**config.mk**
```make
export PLATFORM = sky130hd
export DESIGN_NAME = alu_arbiter_flat
export DESIGN_NICKNAME = d
export VERILOG_FILES = /design/src/rtl/alu_arbiter_if.sv /design/src/rtl/alu_arbiter.sv /design/src/flat_wrapper.sv
export SDC_FILE = /design/constraint.sdc
export NUM_CORES = 1
export LEC_CHECK = 0
export CORE_AREA = 5 5 104 106
export CTS_BUF_LIST = sky130_fd_sc_hd__clkbuf_16
export DETAILED_ROUTE_END_ITERATION = 12
export DIE_AREA = 0 0 109 111
export MAX_ROUTING_LAYER = met4
export PLACE_DENSITY = 0.78
export SLEW_MARGIN = 20
export SYNTH_ARGS = -nofsm -noshare
export SYNTH_HDL_FRONTEND = slang
export SYNTH_SLANG_ARGS = --single-unit
```
**constraint.sdc**
```tcl
create_clock -name clk -period 3.3 [get_ports clk]
set_clock_uncertainty 0.2 [all_clocks]
set_input_delay 0.66 -clock clk [delete_from_list [all_inputs] [get_ports clk]]
set_output_delay 0.66 -clock clk [all_outputs]
set_load 0.005 [all_outputs]
```
**src/rtl/alu_arbiter_if.sv**
```systemverilog
// Bus bundle between two ALU requesters, the shared ALU and the response consumer.
// Latency: none (wires only); the arbiter drives ready/ALU/response signals.
// Backpressure: rsp_ready from the consumer; r*_ready back to the requesters.
// Optional ALU_ARB_PERF_CNT_EN adds cnt_clr and the two grant counters.
interface alu_arbiter_if #(
  parameter int DATA_W = 32
`ifdef ALU_ARB_PERF_CNT_EN
  , parameter int CNT_W = 16
`endif
);
  logic              r0_valid;
  logic              r0_ready;
  logic [DATA_W-1:0] r0_a;
  logic [DATA_W-1:0] r0_b;
  logic [2:0]        r0_op;
  logic              r1_valid;
  logic              r1_ready;
  logic [DATA_W-1:0] r1_a;
  logic [DATA_W-1:0] r1_b;
  logic [2:0]        r1_op;
  logic [DATA_W-1:0] alu_srca;
  logic [DATA_W-1:0] alu_srcb;
  logic [2:0]        alu_ctrl;
  logic [DATA_W-1:0] alu_result;
  logic              alu_zero;
  logic              rsp_valid;
  logic              rsp_ready;
  logic [DATA_W-1:0] rsp_result;
  logic              rsp_zero;
  logic              rsp_id;
  logic              rsp_err;
`ifdef ALU_ARB_PERF_CNT_EN
  logic              cnt_clr;
  logic [CNT_W-1:0]  gnt_cnt0;
  logic [CNT_W-1:0]  gnt_cnt1;
`endif

  // Arbiter side
  modport slave (
    input  r0_valid, r0_a, r0_b, r0_op,
    input  r1_valid, r1_a, r1_b, r1_op,
    output r0_ready, r1_ready,
    output alu_srca, alu_srcb, alu_ctrl,
    input  alu_result, alu_zero,
    output rsp_valid, rsp_result, rsp_zero, rsp_id, rsp_err,
    input  rsp_ready
`ifdef ALU_ARB_PERF_CNT_EN
    , input  cnt_clr
    , output gnt_cnt0, gnt_cnt1
`endif
  );

  // Environment side: requesters, ALU and consumer
  modport master (
    output r0_valid, r0_a, r0_b, r0_op,
    output r1_valid, r1_a, r1_b, r1_op,
    input  r0_ready, r1_ready,
    input  alu_srca, alu_srcb, alu_ctrl,
    output alu_result, alu_zero,
    input  rsp_valid, rsp_result, rsp_zero, rsp_id, rsp_err,
    output rsp_ready
`ifdef ALU_ARB_PERF_CNT_EN
    , output cnt_clr
    , input  gnt_cnt0, gnt_cnt1
`endif
  );
endinterface

```
**src/rtl/alu_arbiter.sv**
```systemverilog
// Round-robin arbiter sharing one combinational ALU between two requesters.
// Latency: 1 cycle from request accept to rsp_valid; 1 op/cycle sustained.
// Backpressure: one-entry response buffer; issue only when empty or draining.
// Optional ALU_ARB_PERF_CNT_EN adds saturating per-requester grant counters.
module alu_arbiter #(
  parameter int DATA_W = 32
`ifdef ALU_ARB_PERF_CNT_EN
  , parameter int CNT_W = 16
`endif
) (
  input logic         clk,
  input logic         rst,
  alu_arbiter_if.slave bus
);
  localparam logic [0:0] EMPTY = 1'b0;
  localparam logic [0:0] FULL  = 1'b1;

  logic [0:0]        state;
  logic              last_id;   // requester granted most recently
  logic [DATA_W-1:0] res_q;
  logic              zero_q;
  logic              id_q;
  logic              err_q;

  logic              slot_open;
  logic              issue;
  logic              win_id;
  logic [2:0]        win_op;
  logic              op_bad;

  // Slot/winner selection; rst gates readies while reset is held
  always_comb begin
    slot_open = !rst && ((state == EMPTY) || bus.rsp_ready);
    win_id    = bus.r1_valid && (!bus.r0_valid || (last_id == 1'b0));
    issue     = slot_open && (bus.r0_valid || bus.r1_valid);
    win_op    = win_id ? bus.r1_op : bus.r0_op;
    case (win_op)
      3'b000, 3'b001, 3'b010, 3'b011, 3'b101: op_bad = 1'b0;
      default:                                op_bad = 1'b1;
    endcase
  end

  assign bus.r0_ready = issue && !win_id;
  assign bus.r1_ready = issue &&  win_id;
  assign bus.alu_srca = issue ? (win_id ? bus.r1_a  : bus.r0_a)  : '0;
  assign bus.alu_srcb = issue ? (win_id ? bus.r1_b  : bus.r0_b)  : '0;
  assign bus.alu_ctrl = issue ? win_op : 3'b000;

  // Response buffer and round-robin pointer
  always_ff @(posedge clk or posedge rst) begin
    if (rst) begin
      state   <= EMPTY;
      last_id <= 1'b1;
      res_q   <= '0;
      zero_q  <= 1'b0;
      id_q    <= 1'b0;
      err_q   <= 1'b0;
    end else if (issue) begin
      state   <= FULL;
      last_id <= win_id;
      res_q   <= bus.alu_result;
      zero_q  <= bus.alu_zero;
      id_q    <= win_id;
      err_q   <= op_bad;
    end else if ((state == FULL) && bus.rsp_ready) begin
      state   <= EMPTY;
    end
  end

  assign bus.rsp_valid  = (state == FULL);
  assign bus.rsp_result = res_q;
  assign bus.rsp_zero   = zero_q;
  assign bus.rsp_id     = id_q;
  assign bus.rsp_err    = err_q;

`ifdef ALU_ARB_PERF_CNT_EN
  localparam logic [CNT_W-1:0] CNT_MAX = '1;

  logic [CNT_W-1:0] cnt0;
  logic [CNT_W-1:0] cnt1;

  // Saturating grant counters; synchronous clear beats increment
  always_ff @(posedge clk or posedge rst) begin
    if (rst) begin
      cnt0 <= '0;
      cnt1 <= '0;
    end else if (bus.cnt_clr) begin
      cnt0 <= '0;
      cnt1 <= '0;
    end else begin
      if (issue && !win_id && (cnt0 != CNT_MAX)) cnt0 <= cnt0 + 1'b1;
      if (issue &&  win_id && (cnt1 != CNT_MAX)) cnt1 <= cnt1 + 1'b1;
    end
  end

  assign bus.gnt_cnt0 = cnt0;
  assign bus.gnt_cnt1 = cnt1;
`endif
endmodule

```
**src/flat_wrapper.sv**
```systemverilog
// flat-port wrapper written by rule: the top's interface ports become plain ports
module alu_arbiter_flat 
#(
  parameter int DATA_W = 32

)
  (clk, rst, bus_r0_valid, bus_r0_a, bus_r0_b, bus_r0_op, bus_r1_valid, bus_r1_a, bus_r1_b, bus_r1_op, bus_r0_ready, bus_r1_ready, bus_alu_srca, bus_alu_srcb, bus_alu_ctrl, bus_alu_result, bus_alu_zero, bus_rsp_valid, bus_rsp_result, bus_rsp_zero, bus_rsp_id, bus_rsp_err, bus_rsp_ready);
  alu_arbiter_if #(.DATA_W(DATA_W)) bus_i ();
  input logic clk;
  input logic rst;
  input wire logic [$bits(bus_i.r0_valid)-1:0] bus_r0_valid;
  input wire logic [$bits(bus_i.r0_a)-1:0] bus_r0_a;
  input wire logic [$bits(bus_i.r0_b)-1:0] bus_r0_b;
  input wire logic [$bits(bus_i.r0_op)-1:0] bus_r0_op;
  input wire logic [$bits(bus_i.r1_valid)-1:0] bus_r1_valid;
  input wire logic [$bits(bus_i.r1_a)-1:0] bus_r1_a;
  input wire logic [$bits(bus_i.r1_b)-1:0] bus_r1_b;
  input wire logic [$bits(bus_i.r1_op)-1:0] bus_r1_op;
  output wire logic [$bits(bus_i.r0_ready)-1:0] bus_r0_ready;
  output wire logic [$bits(bus_i.r1_ready)-1:0] bus_r1_ready;
  output wire logic [$bits(bus_i.alu_srca)-1:0] bus_alu_srca;
  output wire logic [$bits(bus_i.alu_srcb)-1:0] bus_alu_srcb;
  output wire logic [$bits(bus_i.alu_ctrl)-1:0] bus_alu_ctrl;
  input wire logic [$bits(bus_i.alu_result)-1:0] bus_alu_result;
  input wire logic [$bits(bus_i.alu_zero)-1:0] bus_alu_zero;
  output wire logic [$bits(bus_i.rsp_valid)-1:0] bus_rsp_valid;
  output wire logic [$bits(bus_i.rsp_result)-1:0] bus_rsp_result;
  output wire logic [$bits(bus_i.rsp_zero)-1:0] bus_rsp_zero;
  output wire logic [$bits(bus_i.rsp_id)-1:0] bus_rsp_id;
  output wire logic [$bits(bus_i.rsp_err)-1:0] bus_rsp_err;
  input wire logic [$bits(bus_i.rsp_ready)-1:0] bus_rsp_ready;
  assign bus_i.r0_valid = bus_r0_valid;
  assign bus_i.r0_a = bus_r0_a;
  assign bus_i.r0_b = bus_r0_b;
  assign bus_i.r0_op = bus_r0_op;
  assign bus_i.r1_valid = bus_r1_valid;
  assign bus_i.r1_a = bus_r1_a;
  assign bus_i.r1_b = bus_r1_b;
  assign bus_i.r1_op = bus_r1_op;
  assign bus_r0_ready = bus_i.r0_ready;
  assign bus_r1_ready = bus_i.r1_ready;
  assign bus_alu_srca = bus_i.alu_srca;
  assign bus_alu_srcb = bus_i.alu_srcb;
  assign bus_alu_ctrl = bus_i.alu_ctrl;
  assign bus_i.alu_result = bus_alu_result;
  assign bus_i.alu_zero = bus_alu_zero;
  assign bus_rsp_valid = bus_i.rsp_valid;
  assign bus_rsp_result = bus_i.rsp_result;
  assign bus_rsp_zero = bus_i.rsp_zero;
  assign bus_rsp_id = bus_i.rsp_id;
  assign bus_rsp_err = bus_i.rsp_err;
  assign bus_i.rsp_ready = bus_rsp_ready;
  alu_arbiter #(.DATA_W(DATA_W)) u_core (.clk(clk), .rst(rst), .bus(bus_i));
endmodule
```
==> results of run 1 <==
-- cells by family after synthesis --
kind of cell           after synthesis
DFF                                 37
and+or+nand+nor                     13
muxes                               36
AOI/OAI and AO/OA                   71
buffers and inverters               21
-- worst register-to-register path: cells and delay by family, from the launching register on --
| family | cells | cell delay, ns |
|---|---|---|
| flops | 1 | 0.41 |
| mux | 1 | 0.41 |
| simple gates | 2 | 0.30 |
| buf+inv | 1 | 0.40 |
-- cells in the final DEF (no fill, tap or decap), types with 2 or more instances in the layout --
master                            Yosys  final
sky130_fd_sc_hd__dlymetal6s2s_1       0      3
sky130_fd_sc_hd__mux2_2              31     31
sky130_fd_sc_hd__inv_1                4      5
sky130_fd_sc_hd__dlygate4sd2_1        0     54
sky130_fd_sc_hd__buf_16               0      2
sky130_fd_sc_hd__clkbuf_16            0      6
sky130_fd_sc_hd__mux2_1               2      2
sky130_fd_sc_hd__nor2_1               4      4
sky130_fd_sc_hd__a22o_1              64     64
sky130_fd_sc_hd__buf_12               0      3
sky130_fd_sc_hd__nand2b_1             3      2
sky130_fd_sc_hd__dfrtp_1             36     36
sky130_fd_sc_hd__buf_4                3     16
sky130_fd_sc_hd__mux2i_1              3      3
sky130_fd_sc_hd__clkdlybuf4s50_1      0    219
-- flip-flops by register name, indices dropped and copies added (netlist names) --
name                   cells
u_core.bus.rsp_err         1
u_core.bus.rsp_valid       1
u_core.bus.rsp_id          1
u_core.bus.rsp_zero        1
u_core.bus.rsp_result     32
u_core.last_id             1
-- routing by layer --
layer / vias up / part of all wire
met5: - / 0
met4: 0 / 0.021
met2: 149 / 0.53
met1: 1285 / 0.36
met3: 18 / 0.090
li1: 1283 / -
-- area by class of cell --
type / count / area, sq um
well taps: 133 / 166
multi-input cells: 120 / 1110
fillers: 859 / 4310
inverters: 4 / 15.0
diodes: 1 / 2.50
flip-flops and latches: 37 / 927
clock buffers: 5 / 125
repair buffers: 300 / 2990
clock inverters: 3 / 37.5
-- worst max path at each step --
stage                             start               end
after floorplan                     rst   bus_alu_srca[0]
after global placement    bus_rsp_ready  bus_alu_srcb[27]
after detailed placement  bus_rsp_ready  bus_alu_srcb[30]
after CTS                  bus_r1_valid  bus_alu_srcb[30]
after global routing       bus_r1_valid  bus_alu_srcb[10]
final                      bus_r1_valid   bus_alu_srcb[7]
-- report_power, final --
| group | switching, mW | internal (mW) | total (mW) |
|---|---|---|---|
| combinational | 0.226 | 0.522 | 0.748 |
| sequential | 0.0421 | 0.536 | 0.578 |
| clock | 0.167 | 0.351 | 0.518 |
| total | 0.435 | 1.41 | 1.84 |
-- through the flow --
step	total power, mW	TNS, ns	worst slack [ns]	hold WS (ns)	util
3_3_place_gp	1.33	-2.58	-0.105	0.272	0.526
5_1_grt	1.94	-0.0568	-0.0161	0.316	0.555
4_1_cts	1.86	-0.376	-0.0716	0.294	0.545
2_1_floorplan	0.804	0	0.120	0.283	-
3_5_place_dp	1.34	-5.53	-0.153	0.280	0.526
6_report	1.84	0	0.0593	0.291	0.555
-- what timing repair did --
action                     4_1_cts  5_1_grt
gates cloned                     2        1
resized for setup               57        6
hold buffers                     0        0
pin swaps                        2        1
setup endpoints to repair       64       11
setup buffers                    1        7
==> insert_results.sql, run 1 <==
INSERT INTO impl_metrics (metric_group, metric, value, unit) VALUES
('status', 'run_status', 'finished, final reports clean', ''),
('critical_path', 'cp_max_fo', '11', ''),
('pwr', 'total_leakage_power', '2.42', 'nW'),
('sta', 'final.period_utilization', '0.982', ''),
('finish', 'drive_above_1_share', '0.143', ''),
('synthesis', 'async_flop_share', '1.00', ''),
('flow_run', 'max-cap-violations', '0', ''),
('synthesis', 'synth.ff_latch_count', '37', ''),
('pwr', 'power.density_cell_area', '343', 'nW/um^2'),
('critical_path', 'end_kind', 'output port', ''),
('critical_path', 'startpoint_type', 'primary input', ''),
('route', 'route.detailed.wl_per_inst', '19.8', 'um'),
('placement', 'placed_cell_areas', '5100', 'sq um'),
('synthesis', 'synth.top_cells.by_count', 'sky130_fd_sc_hd__a22o_1 (64), sky130_fd_sc_hd__dfrtp_1 (36), sky130_fd_sc_hd__mux2_2 (31)', ''),
('route', 'drc', '0', ''),
('route', 'detailedRoute.firstPassIterationCount', '4', ''),
('clock_tree', 'cts_buffer_depth', '2', ''),
('critical_path', 'r2r.worst_path.cells', '4', ''),
('synthesis', 'yosys-top-cells-area', 'sky130_fd_sc_hd__dfrtp_1 (41%), sky130_fd_sc_hd__a22o_1 (26%), sky130_fd_sc_hd__mux2_2 (16%)', ''),
('global_routing', 'groute.layer.met1.usage', '0.191', ''),
('finish', 'syn_to_final_growth', '146', '%'),
('critical_path', 'max_stage_delay_on_crit_path', '0.51', 'ns'),
('synthesis', 'yosys-mux-area-fraction', '0.184', ''),
('placement', 'place_inst', '583', ''),
('synthesis', 'synth_most_common_cell', 'sky130_fd_sc_hd__a22o_1', ''),
('placement', 'portBuffers', '276', ''),
('clock_tree', 'clock_tree_from_tritoncts', 'done', ''),
('synthesis', 'synth.yosys.seq_area_share', '0.425', ''),
('synthesis', 'synthSimpleGateAreaFrac', '0.0396', ''),
('sta', 'timing.slew.headroom', '0.695', ''),
('synthesis', 'ys_dominant_reg_cell', 'sky130_fd_sc_hd__dfrtp_1', ''),
('finish', 'finish.cell_count_without_fillers', '603', ''),
('global_routing', 'number_of_antenna_violations_at_the_first_check_in_global_routing', '1', ''),
('critical_path', 'cp_cell_sequence', 'clkdlybuf4s50_1 > a21boi_2 > and3_4 > buf_8 > a22o_1 > clkdlybuf4s50_1', ''),
('route', 'antenna_violating_nets_left', '0', ''),
('critical_path', 'crit_required', '2.44', 'ns'),
('floorplanning', 'num_io_pins', '277', ''),
('floorplanning', 'die_y', '111', 'um'),
('synthesis', 'yosys_warnings', '0', ''),
('synthesis', 'synth_edf_count', '0', ''),
('synthesis', 'synth_xor_area_frac', '0', ''),
('min_path', 'worstHoldEndpoint', 'u_core.bus.rsp_result[3]$_DFFE_PP0P_', ''),
('synthesis', 'syn_area_per_cell', '12.3', 'sq um'),
('min_path', 'hold-path-cell-count', '1', ''),
('global_routing', 'grt.met2_usage', '0.324', ''),
('critical_path', 'worst_r2r_endpoint', 'u_core.bus.rsp_result[30]$_DFFE_PP0P_', ''),
('route', 'drc_marker_count_from_the_first_detailed_route_iteration', '119', ''),
('synthesis', 'yosys.area_share.adder', '0', ''),
('sta', 'timing.final.crit_period', '3.24', 'ns'),
('synthesis', 'synth_top_family_by_area', 'compound AO/OA/AOI/OAI gates', ''),
('sta', 'timing_hold_violations_final', '0', ''),
('floorplanning', 'fp.dieW', '109', 'um'),
('sta', 'final_max_slew_viol_count', '0', ''),
('route', 'avgViaCountPerCell', '4.54', ''),
('critical_path', 'critical_path.n_buffers_inverters', '3', ''),
('floorplanning', 'initial_utilization', '0.225', ''),
('finish', 'final_net_count', '640', ''),
('clock_tree', 'cts-htree-levels', '2', ''),
('critical_path', 'worstSetupPathType', 'primary input to output port', ''),
('finish', 'finalInstanceArea', '5380', 'sq um'),
('global_routing', 'grt_pass1_vias', '2929', ''),
('clock_tree', 'cts-buffers-inserted', '5', ''),
('placement', 'gpl.final_weighted_congestion', '0.835', ''),
('synthesis', 'ys_types', '27', ''),
('global_routing', 'met3_layer_usage_reported_by_global_route', '0.0495', ''),
('synthesis', 'fraction_of_the_mapped_netlist_area_in_compound_gates', '0.282', ''),
('critical_path', 'critPathMostFrequentCell', 'sky130_fd_sc_hd__clkdlybuf4s50_1', ''),
('min_path', 'holdCritStartpoint', 'u_core.bus.rsp_result[3]$_DFFE_PP0P_', ''),
('critical_path', 'slowest_stage', 'sky130_fd_sc_hd__clkdlybuf4s50_1', ''),
('critical_path', 'critical-path-top-delay-family', 'buffers and inverters', ''),
('global_routing', 'grt_remaining_overflow', '0', '');
Power figures use the tool's default switching activity.
==> run 2: changes to the inputs <==
--- a/config.mk
+++ b/config.mk
@@ -5,12 +5,14 @@
 export SDC_FILE = /design/constraint.sdc
 export NUM_CORES = 1
 export LEC_CHECK = 0
+export ABC_CLOCK_PERIOD_IN_PS = 3300
 export CORE_AREA = 5 5 104 106
 export CTS_BUF_LIST = sky130_fd_sc_hd__clkbuf_16
 export DETAILED_ROUTE_END_ITERATION = 12
 export DIE_AREA = 0 0 109 111
+export DONT_BUFFER_PORTS = 1
 export MAX_ROUTING_LAYER = met4
-export PLACE_DENSITY = 0.78
+export PLACE_DENSITY = 0.42
 export SLEW_MARGIN = 20
 export SYNTH_ARGS = -nofsm -noshare
 export SYNTH_HDL_FRONTEND = slang
==> insert_results.sql, run 2 (synthesized netlist as in run 1, its figures left out) <==
INSERT INTO impl_metrics (metric_group, metric, value, unit) VALUES
('global_routing', 'largest_net_degree_at_the_start_of_global_routing', '67', ''),
('critical_path', 'crit_required', '2.44', 'ns'),
('pwr', 'power.density_cell_area', '572', 'nW/um^2'),
('pwr', 'report.power.total', '1.37', 'mW'),
('status', 'run_status', 'finished, final reports clean', ''),
('sta', 'worstMarginPinSlew', '0.658', 'ns'),
('pwr', 'power_frac_seq', '0.440', ''),
('finish', 'finish.cell_count_without_fillers', '305', ''),
('clock_tree', 'clock_tree_from_tritoncts', 'done', ''),
('pwr', 'comb_power_share', '0.167', ''),
('sta', 'final.period_utilization', '0.858', ''),
('finish', 'layout.cells.most_common_list', 'sky130_fd_sc_hd__a22o_1 (64), sky130_fd_sc_hd__dfrtp_1 (36), sky130_fd_sc_hd__mux2_2 (31)', ''),
('sta', 'rsz0062_at_grt', 'false', ''),
('flow_run', 'max-cap-violations', '0', ''),
('placement', 'portBuffers', '0', ''),
('route', 'drc_marker_count_from_the_first_detailed_route_iteration', '138', ''),
('finish', 'syn_to_final_growth', '10.1', '%'),
('floorplanning', 'core_region_area', '9680', 'sq um'),
('clock_tree', 'cts-htree-levels', '2', ''),
('finish', 'finalInstanceArea', '2400', 'sq um'),
('global_routing', 'grt_pass1_wl', '11.7', 'mm'),
('critical_path', 'end_kind', 'output port', ''),
('global_routing', 'grt_remaining_overflow', '0', ''),
('finish', 'post-route-util', '0.248', ''),
('sta', 'finalSetupViolCount', '0', ''),
('finish', 'max_reg_flops', '32', ''),
('route', 'overall_via_count_from_detail_route', '1670', ''),
('placement', 'placed_cell_areas', '2240', 'sq um'),
('placement', 'preCtsSetupSlack', '0.497', 'ns'),
('floorplanning', 'num_io_pins', '277', ''),
('placement', 'place_inst', '297', ''),
('sta', 'layout_setup_ws', '0.469', 'ns'),
('placement', 'place_hpwl', '7.69', 'mm'),
('finish', 'drive_above_1_share', '0.267', ''),
('route', 'route.detailed.wl_per_inst', '29.6', 'um'),
('floorplanning', 'fp.dieW', '109', 'um'),
('sta', 'final_max_slew_viol_count', '0', ''),
('floorplanning', 'die_area', '12100', 'sq um'),
('pwr', 'power.internal', '1.01', 'mW'),
('pwr', 'power.clock.fraction', '0.393', ''),
('finish', 'final_net_count', '343', ''),
('route', 'detailedRoute.firstPassIterationCount', '5', ''),
('route', 'drc', '0', ''),
('clock_tree', 'cts-buffers-inserted', '5', ''),
('route', 'drt_wl_total', '9.02', 'mm'),
('clock_tree', 'post_cts_resize_count', '0', ''),
('critical_path', 'cp_max_fo', '66', ''),
('floorplanning', 'die_y', '111', 'um'),
('sta', 'timing.slew.headroom', '0.561', ''),
('clock_tree', 'root_buffer_cell', 'sky130_fd_sc_hd__clkbuf_16', ''),
('clock_tree', 'cts.reportedPaths.clkPinSlew', '0.05', 'ns'),
('placement', 'gpl.final_weighted_congestion', '0.755', ''),
('clock_tree', 'cts_sinks', '37', ''),
('sta', 'timing.final.crit_period', '2.83', 'ns'),
('finish', 'antenna-diode-count', '0', ''),
('global_routing', 'global_route.usage.total', '0.136', ''),
('floorplanning', 'placement_rows', '36', ''),
('pwr', 'net-switching-power', '0.362', 'mW'),
('critical_path', 'cp_cell_sequence', 'a21boi_2 > and3_4 > a22o_1', ''),
('critical_path', 'startpoint_type', 'flip-flop', ''),
('floorplanning', 'initial_utilization', '0.225', ''),
('clock_tree', 'post-cts-setup-buffers', '0', ''),
('pwr', 'ir_drop_worst_vdd', '261', 'uV'),
('finish', 'fillers', '1010', ''),
('critical_path', 'timing.critical_path.arrival', '1.97', 'ns'),
('global_routing', 'number_of_antenna_violations_at_the_first_check_in_global_routing', '0', ''),
('critical_path', 'worstSetupPathType', 'flip-flop to output port', ''),
('sta', 'timing_hold_violations_final', '0', ''),
('sta', 'worst_hold_slack', '0.231', 'ns'),
('global_routing', 'grt_pass1_vias', '1650', ''),
('critical_path', 'setup_slack_reg_to_reg', '1.48', 'ns'),
('clock_tree', 'cts_buffer_depth', '2', ''),
('min_path', 'holdCritPathClass', 'primary input to async pin', ''),
('route', 'antenna_violating_nets_left', '0', ''),
('critical_path', 'slowest_stage', 'sky130_fd_sc_hd__and3_4', ''),
('finish', 'mostFrequentLayoutCell', 'sky130_fd_sc_hd__a22o_1', ''),
('pwr', 'total_leakage_power', '0.971', 'nW'),
('critical_path', 'max_stage_delay_on_crit_path', '0.66', 'ns'),
('sta', 'setup_total_negative_slack', '0', 'ns'),
('route', 'avgViaCountPerCell', '5.48', ''),
('clock_tree', 'clk-insertion-delay-late', '0.27', 'ns'),
('clock_tree', 'cts-hold-fix-buffers', '0', ''),
('pwr', 'netSwitchingFraction', '0.264', ''),
('sta', 'fmaxAchievable', '0.353', 'GHz');
==> run 2: cell type report <==
type / count / area (sq um) / share of cell area
Sequential cell: 37 / 927 / 0.386
Clock inverter: 3 / 42.5 / 0.0177
Clock buffer: 5 / 125 / 0.0521
Timing Repair Buffer: 3 / 22.5 / 0.00937
Multi-Input combinational cell: 120 / 1100 / 0.460
Tap cell: 133 / 166 / 0.0692
Inverter: 4 / 15.0 / 0.00625
==> run 2: layer usage <==
metal / GRT usage / vias up / share of wire
met5: - / - / 0
met4: 0.0303 / 0 / 0.011
met3: 0.0431 / 12 / 0.12
met2: 0.230 / 172 / 0.50
met1: 0.156 / 805 / 0.37
li1: - / 681 / -
==> run 2: final timing paths <==
kind                                                         end                                 start  cells after the start
max                                             bus_alu_srcb[26]            u_core.last_id$_DFFE_PP1P_                      3
min                             u_core.bus.rsp_valid$_DFFE_PP0P_                                   rst                      2
max reg2reg                u_core.bus.rsp_result[31]$_DFFE_PP0P_      u_core.bus.rsp_valid$_DFFE_PP0P_                      4
min reg2reg                 u_core.bus.rsp_result[3]$_DFFE_PP0P_  u_core.bus.rsp_result[3]$_DFFE_PP0P_                      1
max in group asynchronous             u_core.last_id$_DFFE_PP1P_                                   rst                      2
min in group clk                u_core.bus.rsp_valid$_DFFE_PP0P_                                   rst                      1
==> run 2: power groups by stage <==
stage,Sequential (mW),Combinational [mW],Clock [mW]
3_5_place_dp,0.611,0.234,0
2_1_floorplan,0.589,0.215,0
3_3_place_gp,0.615,0.230,0
4_1_cts,0.607,0.233,0.555
6_report,0.604,0.230,0.540
5_1_grt,0.616,0.252,0.577
==> run 2: worst max-delay path: cells and delay by family (launching register included) <==
kind | cells | cell delay (ns)
flip-flops | 1 | 0.39
AO/OA/AOI/OAI | 2 | 0.60
AND/OR/NAND/NOR | 1 | 0.66
==> run 3: changes to the inputs <==
--- a/config.mk
+++ b/config.mk
@@ -11,6 +11,7 @@
 export DETAILED_ROUTE_END_ITERATION = 12
 export DIE_AREA = 0 0 109 111
 export DONT_BUFFER_PORTS = 1
+export HOLD_SLACK_MARGIN = 0.02
 export MAX_ROUTING_LAYER = met4
 export PLACE_DENSITY = 0.42
 export SLEW_MARGIN = 20
==> results of run 3 <==
Same layout as run 2: the final DEF is identical, and so are final timing and power.
